==> config.mk <==
export PLATFORM = sky130hd
export DESIGN_NAME = instr_mem_ctrl
export DESIGN_NICKNAME = d
export VERILOG_FILES = /design/src/rtl/instr_mem_pkg.sv /design/src/rtl/instr_mem_array.sv /design/src/rtl/instr_mem_ctrl.sv
export SDC_FILE = /design/constraint.sdc
export NUM_CORES = 2
export LEC_CHECK = 0
export ABC_AREA = 1
export CORE_MARGIN = 5
export CORE_UTILIZATION = 55
export CTS_BUF_LIST = sky130_fd_sc_hd__clkbuf_2
export DETAILED_ROUTE_END_ITERATION = 8
export PLACE_DENSITY_LB_ADDON = 0.1
export RECOVER_POWER = 50
export SLEW_MARGIN = 30
export SYNTH_ARGS = -nofsm -noshare
export SYNTH_HDL_FRONTEND = slang
export SYNTH_SLANG_ARGS = --single-unit
==> constraint.sdc <==
create_clock -name i_clk -period 3.8 [get_ports i_clk]
set_input_delay 0.76 -clock i_clk [delete_from_list [all_inputs] [get_ports i_clk]]
set_output_delay 0.76 -clock i_clk [all_outputs]
set_load 0.1 [all_outputs]
==> src/rtl/instr_mem_pkg.sv <==
// Shared types and constants for the fetch-stage instruction memory.
package instr_mem_pkg;

  typedef enum logic {
    CLEAR = 1'b0,
    RUN   = 1'b1
  } state_t;

  localparam int FAULT_W        = 2;
  localparam int FAULT_MISALIGN = 0;
  localparam int FAULT_RANGE    = 1;

endpackage

==> src/rtl/instr_mem_array.sv <==
// Simple dual-port synchronous RAM: one write port, one read-first registered read port.
module instr_mem_array #(
  parameter int XLEN  = 32,
  parameter int DEPTH = 64,
  localparam int IDX_W = $clog2(DEPTH)
) (
  input  logic             i_clk,
  input  logic             i_we,
  input  logic [IDX_W-1:0] i_waddr,
  input  logic [XLEN-1:0]  i_wdata,
  input  logic             i_re,
  input  logic [IDX_W-1:0] i_raddr,
  output logic [XLEN-1:0]  o_rdata
);

  logic [XLEN-1:0] r_mem [DEPTH];
  logic [XLEN-1:0] r_rdata;

  // Read and write share one process so a same-address access returns the old word.
  always_ff @(posedge i_clk) begin
    if (i_we) begin
      r_mem[i_waddr] <= i_wdata;
    end
    if (i_re) begin
      r_rdata <= r_mem[i_raddr];
    end
  end

  assign o_rdata = r_rdata;

endmodule

==> src/rtl/instr_mem_ctrl.sv <==
// Instruction memory controller: clear sweep FSM, fetch handshake with fault flags, load port.
module instr_mem_ctrl
  import instr_mem_pkg::*;
#(
  parameter int XLEN   = 32,
  parameter int DEPTH  = 64,
  parameter int ADDR_W = 32,
  localparam int IDX_W = $clog2(DEPTH)
) (
  input  logic               i_clk,
  input  logic               i_rst,
  input  logic               i_clear,
  output logic               o_busy,
  input  logic               i_req_valid,
  output logic               o_req_ready,
  input  logic [ADDR_W-1:0]  i_req_addr,
  output logic               o_rsp_valid,
  input  logic               i_rsp_ready,
  output logic [XLEN-1:0]    o_rsp_instr,
  output logic [FAULT_W-1:0] o_rsp_fault,
  input  logic               i_wr_en,
  input  logic [ADDR_W-1:0]  i_wr_addr,
  input  logic [XLEN-1:0]    i_wr_data
);

  localparam logic [ADDR_W-3:0] DEPTH_WORDS = (ADDR_W-2)'(DEPTH);
  localparam logic [IDX_W-1:0]  LAST_IDX    = IDX_W'(DEPTH - 1);

  state_t               r_state;
  state_t               w_state_next;
  logic [IDX_W-1:0]     r_clr_cnt;
  logic                 r_rsp_valid;
  logic [FAULT_W-1:0]   r_rsp_fault;

  logic                 w_req_ready;
  logic                 w_req_fire;
  logic                 w_req_misalign;
  logic                 w_req_range;
  logic                 w_wr_range;
  logic                 w_clear_go;
  logic                 w_unused_wr_lsb;

  logic                 w_we;
  logic [IDX_W-1:0]     w_waddr;
  logic [XLEN-1:0]      w_wdata;
  logic                 w_re;
  logic [IDX_W-1:0]     w_raddr;
  logic [XLEN-1:0]      w_rdata;

  // Range checks use the whole word index so high address bits never alias into the array.
  assign w_req_misalign  = |i_req_addr[1:0];
  assign w_req_range     = (i_req_addr[ADDR_W-1:2] >= DEPTH_WORDS);
  assign w_wr_range      = (i_wr_addr[ADDR_W-1:2] >= DEPTH_WORDS);
  assign w_unused_wr_lsb = ^i_wr_addr[1:0];

  assign w_clear_go  = (r_state == RUN) && i_clear;
  assign w_req_ready = (r_state == RUN) && !i_clear && (!r_rsp_valid || i_rsp_ready);
  assign w_req_fire  = i_req_valid && w_req_ready;

  always_comb begin
    w_state_next = r_state;
    o_busy       = 1'b0;
    case (r_state)
      CLEAR: begin
        o_busy = 1'b1;
        if (r_clr_cnt == LAST_IDX) begin
          w_state_next = RUN;
        end
      end
      RUN: begin
        if (i_clear) begin
          w_state_next = CLEAR;
        end
      end
      default: w_state_next = CLEAR;
    endcase
  end

  always_ff @(posedge i_clk) begin
    if (i_rst) begin
      r_state     <= CLEAR;
      r_clr_cnt   <= '0;
      r_rsp_valid <= 1'b0;
      r_rsp_fault <= '0;
    end else begin
      r_state <= w_state_next;
      if (r_state == CLEAR) begin
        r_clr_cnt <= r_clr_cnt + 1'b1;
      end else if (w_clear_go) begin
        r_clr_cnt <= '0;
      end

      if (w_clear_go) begin
        r_rsp_valid <= 1'b0;
      end else if (w_req_fire) begin
        r_rsp_valid                 <= 1'b1;
        r_rsp_fault[FAULT_MISALIGN] <= w_req_misalign;
        r_rsp_fault[FAULT_RANGE]    <= w_req_range;
      end else if (i_rsp_ready) begin
        r_rsp_valid <= 1'b0;
      end
    end
  end

  // The sweep owns the write port while clearing; the load port only gets it in RUN.
  always_comb begin
    w_we    = 1'b0;
    w_waddr = i_wr_addr[IDX_W+1:2];
    w_wdata = i_wr_data;
    if (!i_rst) begin
      if (r_state == CLEAR) begin
        w_we    = 1'b1;
        w_waddr = r_clr_cnt;
        w_wdata = '0;
      end else if (i_wr_en && !w_wr_range) begin
        w_we = 1'b1;
      end
    end
  end

  assign w_re    = w_req_fire && !w_req_range;
  assign w_raddr = i_req_addr[IDX_W+1:2];

  instr_mem_array #(
    .XLEN  (XLEN),
    .DEPTH (DEPTH)
  ) u_array (
    .i_clk   (i_clk),
    .i_we    (w_we),
    .i_waddr (w_waddr),
    .i_wdata (w_wdata),
    .i_re    (w_re),
    .i_raddr (w_raddr),
    .o_rdata (w_rdata)
  );

  // The RAM read register has no reset, so the word is forced to 0 unless a clean response is held.
  assign o_rsp_instr = (r_rsp_valid && (r_rsp_fault == '0)) ? w_rdata : '0;
  assign o_rsp_valid = r_rsp_valid;
  assign o_rsp_fault = r_rsp_fault;
  assign o_req_ready = w_req_ready;

endmodule

==> qor.yml <==
outcome:
  outcome: "finished, violations left"
  violations: "max-capacitance violations, max-slew violations, negative setup slack"
worst_setup_path:
  critical_path_class: "in2reg"
  cp_data_arrival_time_ns: 5.48
  r2r_start: "r_state"
  crit_path_cell_trace: "dlygate4sd3_1 > buf_6 > nor2_4 > clkinv_1 > clkbuf_1 > a21oi_1 > nor2_1 > nand2_1 > dlygate4sd3_1 > nand3_1 > dlygate4sd3_1 > nand2_1 > dlygate4sd3_1"
  cpMostUsedCell: "dlygate4sd3_1"
  required_ns: 5.36
  end_kind: "flop"
  r2r_slack_ns: 0.10
  r2r_end: "u_array.r_mem[63][8]"
  rr_worst_depth: 4
  crit_fanout: 30
  slowest_stage: "clkbuf_1"
  worst_setup_path_start_kind: "input pin"
  cpPeakStageDelay_ns: 1.06
hold_path:
  hp-start: "i_req_addr[5]"
  hold_path_class: "in2reg"
  holdPathEnd: "u_array.o_rdata[18]"
  worstHoldPathCells: 8
floorplanning:
  rows: 147
  die-area_um2: 170000
  start_util: 0.553
  chipHeight_um: 412
  design.core.area_um2: 161000
  fp.dieW_um: 412
  ios: 139
timing:
  fin_crit_ns: 3.92
  fin_setup_tns_ns: -0.120
  slew_headroom: -0.361
  period_share: 1.03
  worstMarginPinSlew_ns: 2.04
  rsz0062_at_grt: "true"
  clock_skew_ns: 0.116
  drv_slew: 1617
  setup_viol: 1
  fmax_mhz: 255
  fin_ws_ns: -0.120
  hold_violations: 0
logic_synthesis:
  synth_top_area_frac: 0.702
  synth_ff_type: "edfxtp_1"
  ys_seq_area_frac: 0.704
  syn-cell-area_um2: 89000
  ys_ff_latch: 2090
  syn_nets: 8547
  syn-mean-instance-area_um2: 10.5
  async_flop_share: 0
  synthCells: 8444
  synth.top_cells.by_area: "edfxtp_1 (70%), nand2_1 (12%), nand3_1 (5.2%)"
  synth_cell_type_count: 32
  synth_edf_count: 2080
  synth_warnings: 0
  synth_largest_area_cell: "edfxtp_1"
place:
  gp_congestion: 0.857
  port_buffers: 136
  hpwl_mm: 133
  place_inst: 10549
grt:
  grt_pass1_wl_mm: 362
  grt_antenna_before_repair: 13
  grt_use_total: 0.285
  grt_pass1_vias: 59464
  grt_overflow: 0
  grt_max_degree: 123
clocking:
  cts-root-buf: "clkbuf_2"
  clk_latency_ns: 1.81
  clk_path_buf_depth: 4
  cts.sinks: 2090
  clk_pin_slew_ns: 0.08
  cts_tree: "yes"
  htreeDepth: 6
  cts-buffers-inserted: 549
job:
  cap_violations: 30
pwr:
  leakage_nw: 41.5
  irDropWorstVdd_uv: 246
  pwr_density_cell_nw_per_um2: 430
cells_and_area:
  fillers: 13058
  final_util: 0.622
  register_area_um2: 62700
  multi_input_comb_area_um2: 20900
  area_delta_synth_final_pct: 12.4
  stdcell_count: 11485
  finalNetCount: 9116
  drive_gt1_frac: 0.131
detailed_routing:
  drc_errors: 0
  post_drt_wl_per_cell_um: 21.4
  viasPerCell: 5.37
  drt_wl_total_mm: 246
  dr.pass1.iters: 6
  dr_total_vias: 61658
  drtIter0Drc: 6606
  ant_nets: 0
[flip-flops by register name, summed over array words and instances (netlist names)]
| signal | count |
|---|---|
| u_array.o_rdata | 32 |
| r_clr_cnt | 6 |
| r_state | 1 |
| u_array.r_mem | 2048 |
| o_rsp_fault | 2 |
| o_rsp_valid | 1 |
[layer usage]
| metal | part of all wire | wire [um] | track usage | vias up |
|---|---|---|---|---|
| met4 | 0.036 | 8810 | 0.106 | 2 |
| met1 | 0.40 | 99000 | 0.396 | 29269 |
| met3 | 0.099 | 24300 | 0.0601 | 445 |
| li1 | - | - | - | 28936 |
| met5 | 0.00019 | 46 | 0 | - |
| met2 | 0.46 | 113000 | 0.449 | 3006 |
[worst max-delay path by stage]
stage	start	end	slack, ns	depth (start not counted)
6_report	i_req_addr[4]	u_array.o_rdata[3]	-0.12	13
5_1_grt	o_rsp_fault[1]	o_rsp_instr[18]	-0.15	5
4_1_cts	o_rsp_fault[0]	o_rsp_instr[22]	-0.22	5
3_5_place_dp	i_rst	u_array.r_mem[30][4]	0.28	9
3_3_place_gp	i_rst	u_array.r_mem[30][4]	0.25	9
2_1_floorplan	i_rst	u_array.r_mem[0][0]	0.24	7
[layout by cell type, fill, tap and decap left out, drive strengths merged]
cell / instances
nand2: 2778
edfxtp: 2080
inv: 1077
nand3: 933
clkbuf: 819
nor2: 740
o21ai: 271
buf: 239
clkdlybuf4s50: 93
clkinv: 83
a21oi: 66
dlygate4sd3: 61
or2: 26
o211ai: 10
dfxtp: 10
nor4: 9
diode: 6
and3: 5
nand4: 3
nor3: 3
bufinv: 3
clkdlybuf4s15: 2
nand3b: 1
a211oi: 1
a32o: 1
o22ai: 1
o31ai: 1
ha: 1
dlymetal6s4s: 1
dlymetal6s2s: 1
[final cells by class]
class	count	share of cell area
Antenna cell	6	0.000150
Inverter	1072	0.0408
Timing Repair Buffer	448	0.0533
Timing Repair inverter	2	0.000225
Tap cell	2160	0.0270
Clock buffer	768	0.0384
Clock inverter	89	0.00418
Multi-Input combinational cell	4850	0.209
Sequential cell	2090	0.627
[cell usage after synthesis, drive strengths merged, types with 2 or more instances]
library cell	n
or2	26
and3	5
a21oi	66
buf	304
nand2	2777
clkbuf	129
o211ai	10
clkinv	2
edfxtp	2080
nor4	9
nor3	3
dfxtp	10
o21ai	271
inv	1070
nor2	740
nand3	933
nand4	3
[critical path: cells and delay by family]
family | cells | cell delay [ns]
compound gates | 1 | 0.07
buf+inv | 7 | 4.06
simple gates | 5 | 0.54
[per-stage QoR]
step / power (mW) / hold slack, ns / cell area (um2) / setup WS, ns
floorplan: 27.9 / 0.439 / 89000 / 0.239
global placement: 29.2 / 0.458 / 94900 / 0.249
detailed placement: 29.3 / 0.465 / 94900 / 0.277
CTS: 43.3 / 0.128 / 100000 / -0.216
global route: 44.9 / 0.217 / 100000 / -0.149
finish: 42.9 / 0.360 / 100000 / -0.120
[what timing repair did]
item	CTS	global route
pin swaps	2	4
endpoints found under the setup margin	37	35
buffers inserted	4	3
cloned	2	3
hold buffers	62	0
resized for setup	137	63
hold endpoints to repair	2094	0
[where the power goes]
| part | leakage (nW) | total [mW] | internal (mW) | switching, mW |
|---|---|---|---|---|
| Clock | 3.39 | 14.1 | 5.51 | 8.63 |
| Combinational | 19.1 | 3.29 | 0.873 | 2.42 |
| Sequential | 19.1 | 25.5 | 25.5 | 0.0264 |
[logic make-up after synthesis]
| family | count (synthesis) | share of synthesized area |
|---|---|---|
| buffers and inverters | 1505 | 0.0710 |
| DFF | 2090 | 0.704 |
| AOI/OAI and AO/OA | 351 | 0.0202 |
| and+or+nand+nor | 4497 | 0.204 |
| adders and majority gates | 1 | 0.000141 |
Power figures use the tool's default switching activity.
